### src/rtl/mult_sequencer_pkg.sv
// Shared definitions for the shift-and-add multiply sequencer: FSM states,
// operand width bounds and counter sizing.
package mult_sequencer_pkg;

    typedef enum logic [1:0] {
        ST_IDLE = 2'd0,
        ST_RUN  = 2'd1,
        ST_DONE = 2'd2
    } state_e;

    localparam int WIDTH_MIN = 1;
    localparam int WIDTH_MAX = 8;

    // Counter must hold the value WIDTH itself, hence WIDTH+1 codes.
    localparam int CNT_W_MAX = $clog2(WIDTH_MAX + 1);

    function automatic int cnt_w(input int width);
        return $clog2(width + 1);
    endfunction

endpackage

### src/rtl/mult_sequencer.sv
// Shift-and-add multiply controller driving an external WIDTH-bit adder.
// Optional feature: define MULT_ZERO_BYPASS_EN to skip RUN when an operand is zero.
import mult_sequencer_pkg::*;

module mult_sequencer #(
    parameter int WIDTH = 4
) (
    input  logic               clk,
    input  logic               reset,
    input  logic               start,
    input  logic [WIDTH-1:0]   a,
    input  logic [WIDTH-1:0]   b,
    output logic [WIDTH-1:0]   add_a,
    output logic [WIDTH-1:0]   add_b,
    input  logic [WIDTH-1:0]   add_s,
    input  logic               add_c,
    output logic               busy,
    output logic               done,
    output logic [2*WIDTH-1:0] product
);

    localparam int CW = cnt_w(WIDTH);

    state_e           state_q, state_d;
    logic [WIDTH-1:0] mcand_q, mcand_d;
    logic [WIDTH-1:0] hi_q, hi_d;
    logic [WIDTH-1:0] lo_q, lo_d;
    logic [CW-1:0]    cnt_q, cnt_d;
    logic [WIDTH-1:0] hi_sh, lo_sh;
    logic             zero_op;

`ifdef MULT_ZERO_BYPASS_EN
    assign zero_op = (a == '0) || (b == '0);
`else
    assign zero_op = 1'b0;
`endif

    // Adder operands are kept out of the FSM block: add_s feeds back combinationally.
    assign add_a = (state_q == ST_RUN) ? hi_q : '0;
    assign add_b = (state_q == ST_RUN && lo_q[0]) ? mcand_q : '0;

    // {hi,lo} <= {carry, sum, lo[W-1:1]}; WIDTH==1 has no lo[W-1:1] slice.
    if (WIDTH == 1) begin : g_w1
        assign hi_sh = add_c;
        assign lo_sh = add_s;
    end else begin : g_wn
        assign hi_sh = {add_c, add_s[WIDTH-1:1]};
        assign lo_sh = {add_s[0], lo_q[WIDTH-1:1]};
    end

    always_comb begin
        state_d = state_q;
        mcand_d = mcand_q;
        hi_d    = hi_q;
        lo_d    = lo_q;
        cnt_d   = cnt_q;
        case (state_q)
            ST_IDLE: begin
                if (start) begin
                    if (zero_op) begin
                        hi_d    = '0;
                        lo_d    = '0;
                        state_d = ST_DONE;
                    end else begin
                        mcand_d = a;
                        hi_d    = '0;
                        lo_d    = b;
                        cnt_d   = CW'(WIDTH);
                        state_d = ST_RUN;
                    end
                end
            end
            ST_RUN: begin
                hi_d  = hi_sh;
                lo_d  = lo_sh;
                cnt_d = cnt_q - CW'(1);
                if (cnt_q == CW'(1)) state_d = ST_DONE;
            end
            ST_DONE: state_d = ST_IDLE;
            default: state_d = ST_IDLE;
        endcase
    end

    always_ff @(posedge clk or negedge reset) begin
        if (!reset) begin
            state_q <= ST_IDLE;
            mcand_q <= '0;
            hi_q    <= '0;
            lo_q    <= '0;
            cnt_q   <= '0;
        end else begin
            state_q <= state_d;
            mcand_q <= mcand_d;
            hi_q    <= hi_d;
            lo_q    <= lo_d;
            cnt_q   <= cnt_d;
        end
    end

    assign busy    = (state_q == ST_RUN);
    assign done    = (state_q == ST_DONE);
    assign product = {hi_q, lo_q};

endmodule
### config.mk
export PLATFORM = sky130hd
export DESIGN_NAME = mult_sequencer
export DESIGN_NICKNAME = d
export VERILOG_FILES = /design/src/rtl/mult_sequencer_pkg.sv /design/src/rtl/mult_sequencer.sv
export SDC_FILE = /design/constraint.sdc
export NUM_CORES = 1
export LEC_CHECK = 0
export BUFFER_PORTS_ARGS = -buffer_cell sky130_fd_sc_hd__buf_2
export CORE_MARGIN = 8
export CORE_UTILIZATION = 30
export DETAILED_ROUTE_END_ITERATION = 12
export PLACE_DENSITY_LB_ADDON = 0.1
export SLEW_MARGIN = 20
export SYNTH_ARGS = -nofsm -noshare
export SYNTH_HDL_FRONTEND = slang
export SYNTH_SLANG_ARGS = --single-unit
### constraint.sdc
create_clock -name clk -period 1.1 [get_ports clk]
set_input_delay 0.11 -clock clk [delete_from_list [all_inputs] [get_ports clk]]
set_output_delay 0.11 -clock clk [all_outputs]
set_load 0.05 [all_outputs]
### After elaboration in Yosys (flattened, before gate mapping)

Cells that the tools add are included.

| word-level totals | value |
|---|---|
| register bits | 17 |
| input bits | 16 |
| output and inout bits | 18 |
| logic and storage cells | 28 |

| cells by class | value |
|---|---|
| add/subtract/negate cells | 1 |
| eq/ne operators | 5 |
| multiplexer cells | 11 |
| reduce and logical (&&, ||, !) cells | 6 |

Operators with widths:

| operator | count |
|---|---|
| $mux W4 | 4 |
| $pmux W4 S2 | 2 |
| $pmux W3 S2 | 1 |
| $reduce_and A2 Y1 | 3 |
| $mux W2 | 2 |
| $pmux W2 S2 | 1 |
| $eq A3 B1 Y1 const B | 1 |
| $mux W3 | 1 |
| $sub A3 B1 Y3 const B | 1 |
| $eq A2 B1 Y1 const B | 1 |
| $eq A2 B2 Y1 const B | 1 |
| $logic_not A2 Y1 | 1 |
| $ne A2 B1 Y1 const B | 1 |
| $ne A2 B2 Y1 const B | 1 |
| $reduce_bool A2 Y1 | 1 |
| $logic_and A1 B1 Y1 | 1 |

### Depth between registers and ports, before layout

| depth | value |
|---|---|
| depth in word-level cells | 3 |
| gate-level depth with buffers | 4 |
| mapped depth without buffers | 4 |

### Worst setup path after synthesis

Ideal clock, no wire load.

| timing path | value |
|---|---|
| path kind | reg2out |
| start | reg state_q[0] |
| end | out add_b[0] |
| data arrival time | 1.324 ns |
| required time | 0.990 ns |
| slack | -0.334 ns |
| cell stages (with the launch flop) | 5 |
| path buffers | 1 |
| cell sequence | dfrtp_1 nand2b_4 inv_4 buf_8 and3_1 |

| between the ends | value |
|---|---|
| cells in the longest elaborated chain, start to end | 3 |

Ends and longest elaborated chain:

| element | RTL line | source |
|---|---|---|
| from (decl) | mult_sequencer.sv:24 | `state_e state_q, state_d;` |
| from (signal assigned) | mult_sequencer.sv:92 | `state_q <= state_d;` |
| $eq A2 B1 Y1 | n/a |  |
| named net busy | mult_sequencer.sv:17 | `output logic busy,` |
| $logic_and A1 B1 Y1 | mult_sequencer.sv:40 | `assign add_b = (state_q == ST_RUN && lo_q[0]) ? mcand_q : '0;` |
| $mux W4 | mult_sequencer.sv:40 |  |
| to (decl) | mult_sequencer.sv:14 | `output logic [WIDTH-1:0] add_b,` |

The timed path passes the listed nets, and every way through them passes these cells.

### Worst setup path in the final report

| timing path | value |
|---|---|
| start | reg state_q[1] |
| end | reg mcand_q[3] |

| between the ends | value |
|---|---|
| cells in the longest elaborated chain, start to end | 2 |

Ends and longest elaborated chain:

| element | RTL line | source |
|---|---|---|
| $logic_not A2 Y1 | mult_sequencer.sv:57 | `case (state_q)` |
| $reduce_and A2 Y1 (no source line) | n/a |  |
| to (signal assigned) | mult_sequencer.sv:93 | `mcand_q <= mcand_d;` |
| to (decl) | mult_sequencer.sv:25 | `logic [WIDTH-1:0] mcand_q, mcand_d;` |

Every way passes these cells.
A chain may end at the register's enable or synchronous reset.

==> flow_summary.yaml <==
flow_run:
  drv.max_cap_violation_count: 0
logic_synthesis:
  synth_async_reset_ratio_pct: 100
  dominantRegCellSynth: "sky130_fd_sc_hd__dfrtp_1"
  syn-mean-instance-area_um2: 11.7
  fraction_of_the_yosys_area_taken_by_sequential_cells_pct: 53.3
  yosysWarnings: 0
  syn-instance-count: 68
  synth_edf_count: 0
  synth.distinct_cells: 22
  mappedNetlistArea_um2: 798
  syn_nets: 86
  postSynthRegisterBits: 17
drt:
  ant_nets: 0
  via_per_inst: 4.84
  total_number_of_vias: 746
  routedWlPerCell_um: 14.7
  drcViolationCount: 0
  routed_wirelength_um: 2260
  starting_drc_count_in_detailed_routing: 31
  detail_route.first_pass.iterations: 2
pwr:
  power.density_nw_per_um2: 3780
  worst_ir_drop_vdd_mv: 2.28
  power.static_leakage_nw: 0.685
  design_power_total_mw: 5.50
floorplanning:
  ioPinCount: 34
  dieArea_um2: 4570
  floorplan.rows: 18
  dieHeight_um: 67.6
  initial_core_util_pct: 31.9
  floorplan.die.width_um: 67.6
  core-area_um2: 2500
setup_path:
  crit_chain: "buf_4, buf_6, nand2b_4, nor2_4, mux2_4"
  critPathKind: "reg -> reg"
  critical_path_arrival_ps: 1590
  crit_required_ps: 1290
  critPathCaptureType: "flop"
  critPathSlowestCell: "sky130_fd_sc_hd__dfrtp_1"
  crit_fanout: 4
  worstSetupStartpointType: "flop"
  biggest_cell_delay_along_the_critical_path_ps: 400
global_routing:
  grt_antenna_before_repair: 0
  gr-usage-all-layers_pct: 10.5
  grt_remaining_overflow: 0
  grt_pass1_vias: 787
  global_route_wire_length_before_repair_um: 3610
  grt_max_degree: 18
placed_design:
  place.detailed.hpwl_um: 1510
  port-buffer-count: 33
  finalWeightedCongestion: 0.674
  placed_cell_area_um2: 1080
sta:
  finalSetupViolations: 27
  maximum_clock_frequency_mhz: 713
  clock_skew_ps: 3.89
  timing.max_slew.rel_slack_pct: 73.6
  postLayoutSetupSlackWorst_ps: -302
  finalCritPeriodShare_pct: 127
  period_needed_ps: 1400
  timing_max_transition_violations_final: 0
  final_hold_violation_count: 0
  rsz0062_at_grt: "true"
  max_slew.worst_pin.slew_ps: 396
layout:
  mostFrequentLayoutCell: "sky130_fd_sc_hd__buf_2"
  syn2layout_area_growth_pct: 82.3
  layout.cells.most_common_list: "sky130_fd_sc_hd__buf_2 (16), sky130_fd_sc_hd__dfrtp_1 (15), sky130_fd_sc_hd__buf_6 (12)"
  finalInstanceArea_um2: 1460
  nets: 143
  num_antenna_cells: 0
  final_layout_size_suffix_gt1_share_pct: 71.0
clock_network:
  cts.root.buffer_cell: "sky130_fd_sc_hd__clkbuf_4"
  cts_tree: "yes"
  cts.path.max_buffers: 2
  h-tree-depth: 1
  clk_pin_slew_worst_paths_ps: 100
  clk_sink_count: 17
  numCtsBuffers: 3
  worstSkewPairLatency_ps: 290
status:
  violations_in_the_final_reports: "negative setup slack"
  status: "finished, violations left"
hold_path:
  hp-class: "in -> reg"
-- Yosys cell counts (2+ instances only) --
library cell              instances  area, µm²
sky130_fd_sc_hd__a21oi_1          4       20.0
sky130_fd_sc_hd__a22o_2           4       40.0
sky130_fd_sc_hd__and2_2           4       30.0
sky130_fd_sc_hd__and3_1           5       31.3
sky130_fd_sc_hd__dfrtp_1         17        425
sky130_fd_sc_hd__ha_1             2       25.0
sky130_fd_sc_hd__inv_1            4       15.0
sky130_fd_sc_hd__mux2_2           4       45.0
sky130_fd_sc_hd__nand2_1          3       11.3
sky130_fd_sc_hd__o21ai_0          2       10.0
sky130_fd_sc_hd__o22ai_1          8       50.1
-- critical path: cells and delay by family (launching register included) --
kind	cells	cell delay (ps)
AND/OR/NAND/NOR	2	320
multiplexers	1	320
buffers and inverters	2	260
flip-flops	1	400
-- sequential cells by signal, indices dropped and copies added, names as in the netlist --
signal	cells
cnt_q	3
hi_q	4
mcand_q	4
lo_q	4
state_q	2
-- routing by layer --
metal | part of all wire (%) | GRT usage [%]
met1 | 40 | 10.7
met2 | 51 | 18.3
met3 | 6.9 | 4.47
met4 | 1.4 | 4.70
met5 | 0 | 0
-- power by group --
part	switching [mW]	internal, mW	leakage (nW)
combinational	2.09	1.86	0.473
clock	0.200	0.141	0.0150
sequential	0.280	0.927	0.197
total	2.57	2.93	0.685
-- stage by stage --
stage / setup slack (ps) / hold WS [ps] / util, % / setup TNS, ps / instances
floorplan: -73.1 / -186 / - / -666 / 68
global placement: -97.5 / 58.1 / 43.0 / -976 / 138
detailed placement: -123 / 65.0 / 43.0 / -1280 / 138
CTS: -305 / 27.0 / 54.7 / -4030 / 151
global route: -361 / 20.8 / 58.2 / -7200 / 154
finish: -302 / 39.4 / 58.2 / -5790 / 154
-- final timing paths --
kind	cells past startpoint	end	slack, ps	startpoint
setup / recovery	5	mcand_q[3]	-300	state_q[1]
hold / removal	2	hi_q[0]	40	add_s[1]
min in group asynchronous	2	lo_q[2]	260	reset
hold reg to reg	2	cnt_q[1]	500	cnt_q[1]
setup reg to reg	5	mcand_q[3]	-300	state_q[1]
max in group asynchronous	2	state_q[0]	530	reset
-- kinds of logic after synthesis --
| family | share of synthesized area (%) |
|---|---|
| AO/OA/AOI/OAI | 18.5 |
| adder cells (fa/ha/maj) | 3.13 |
| buffers and inverters | 5.01 |
| flip-flops | 53.3 |
| multiplexers | 5.64 |
| AND/OR/NAND/NOR | 14.4 |
-- cell type report --
class | count | area [µm²]
repair inverters | 1 | 6.26
repair buffers | 52 | 473
inverters | 6 | 37.5
flip-flops and latches | 17 | 428
clock buffers | 4 | 26.3
multi-input cells | 44 | 447
well taps | 30 | 37.5
fillers | 206 | 1040
-- what timing repair did --
action	4_1_cts	5_1_grt
pin swaps	6	6
endpoints found under the hold margin	17	0
buffers inserted	7	4
resized for setup	54	22
setup endpoints to repair	22	32
hold buffers	1	0
cloned	1	0
Note: power is estimated with default switching activity, not from simulation.
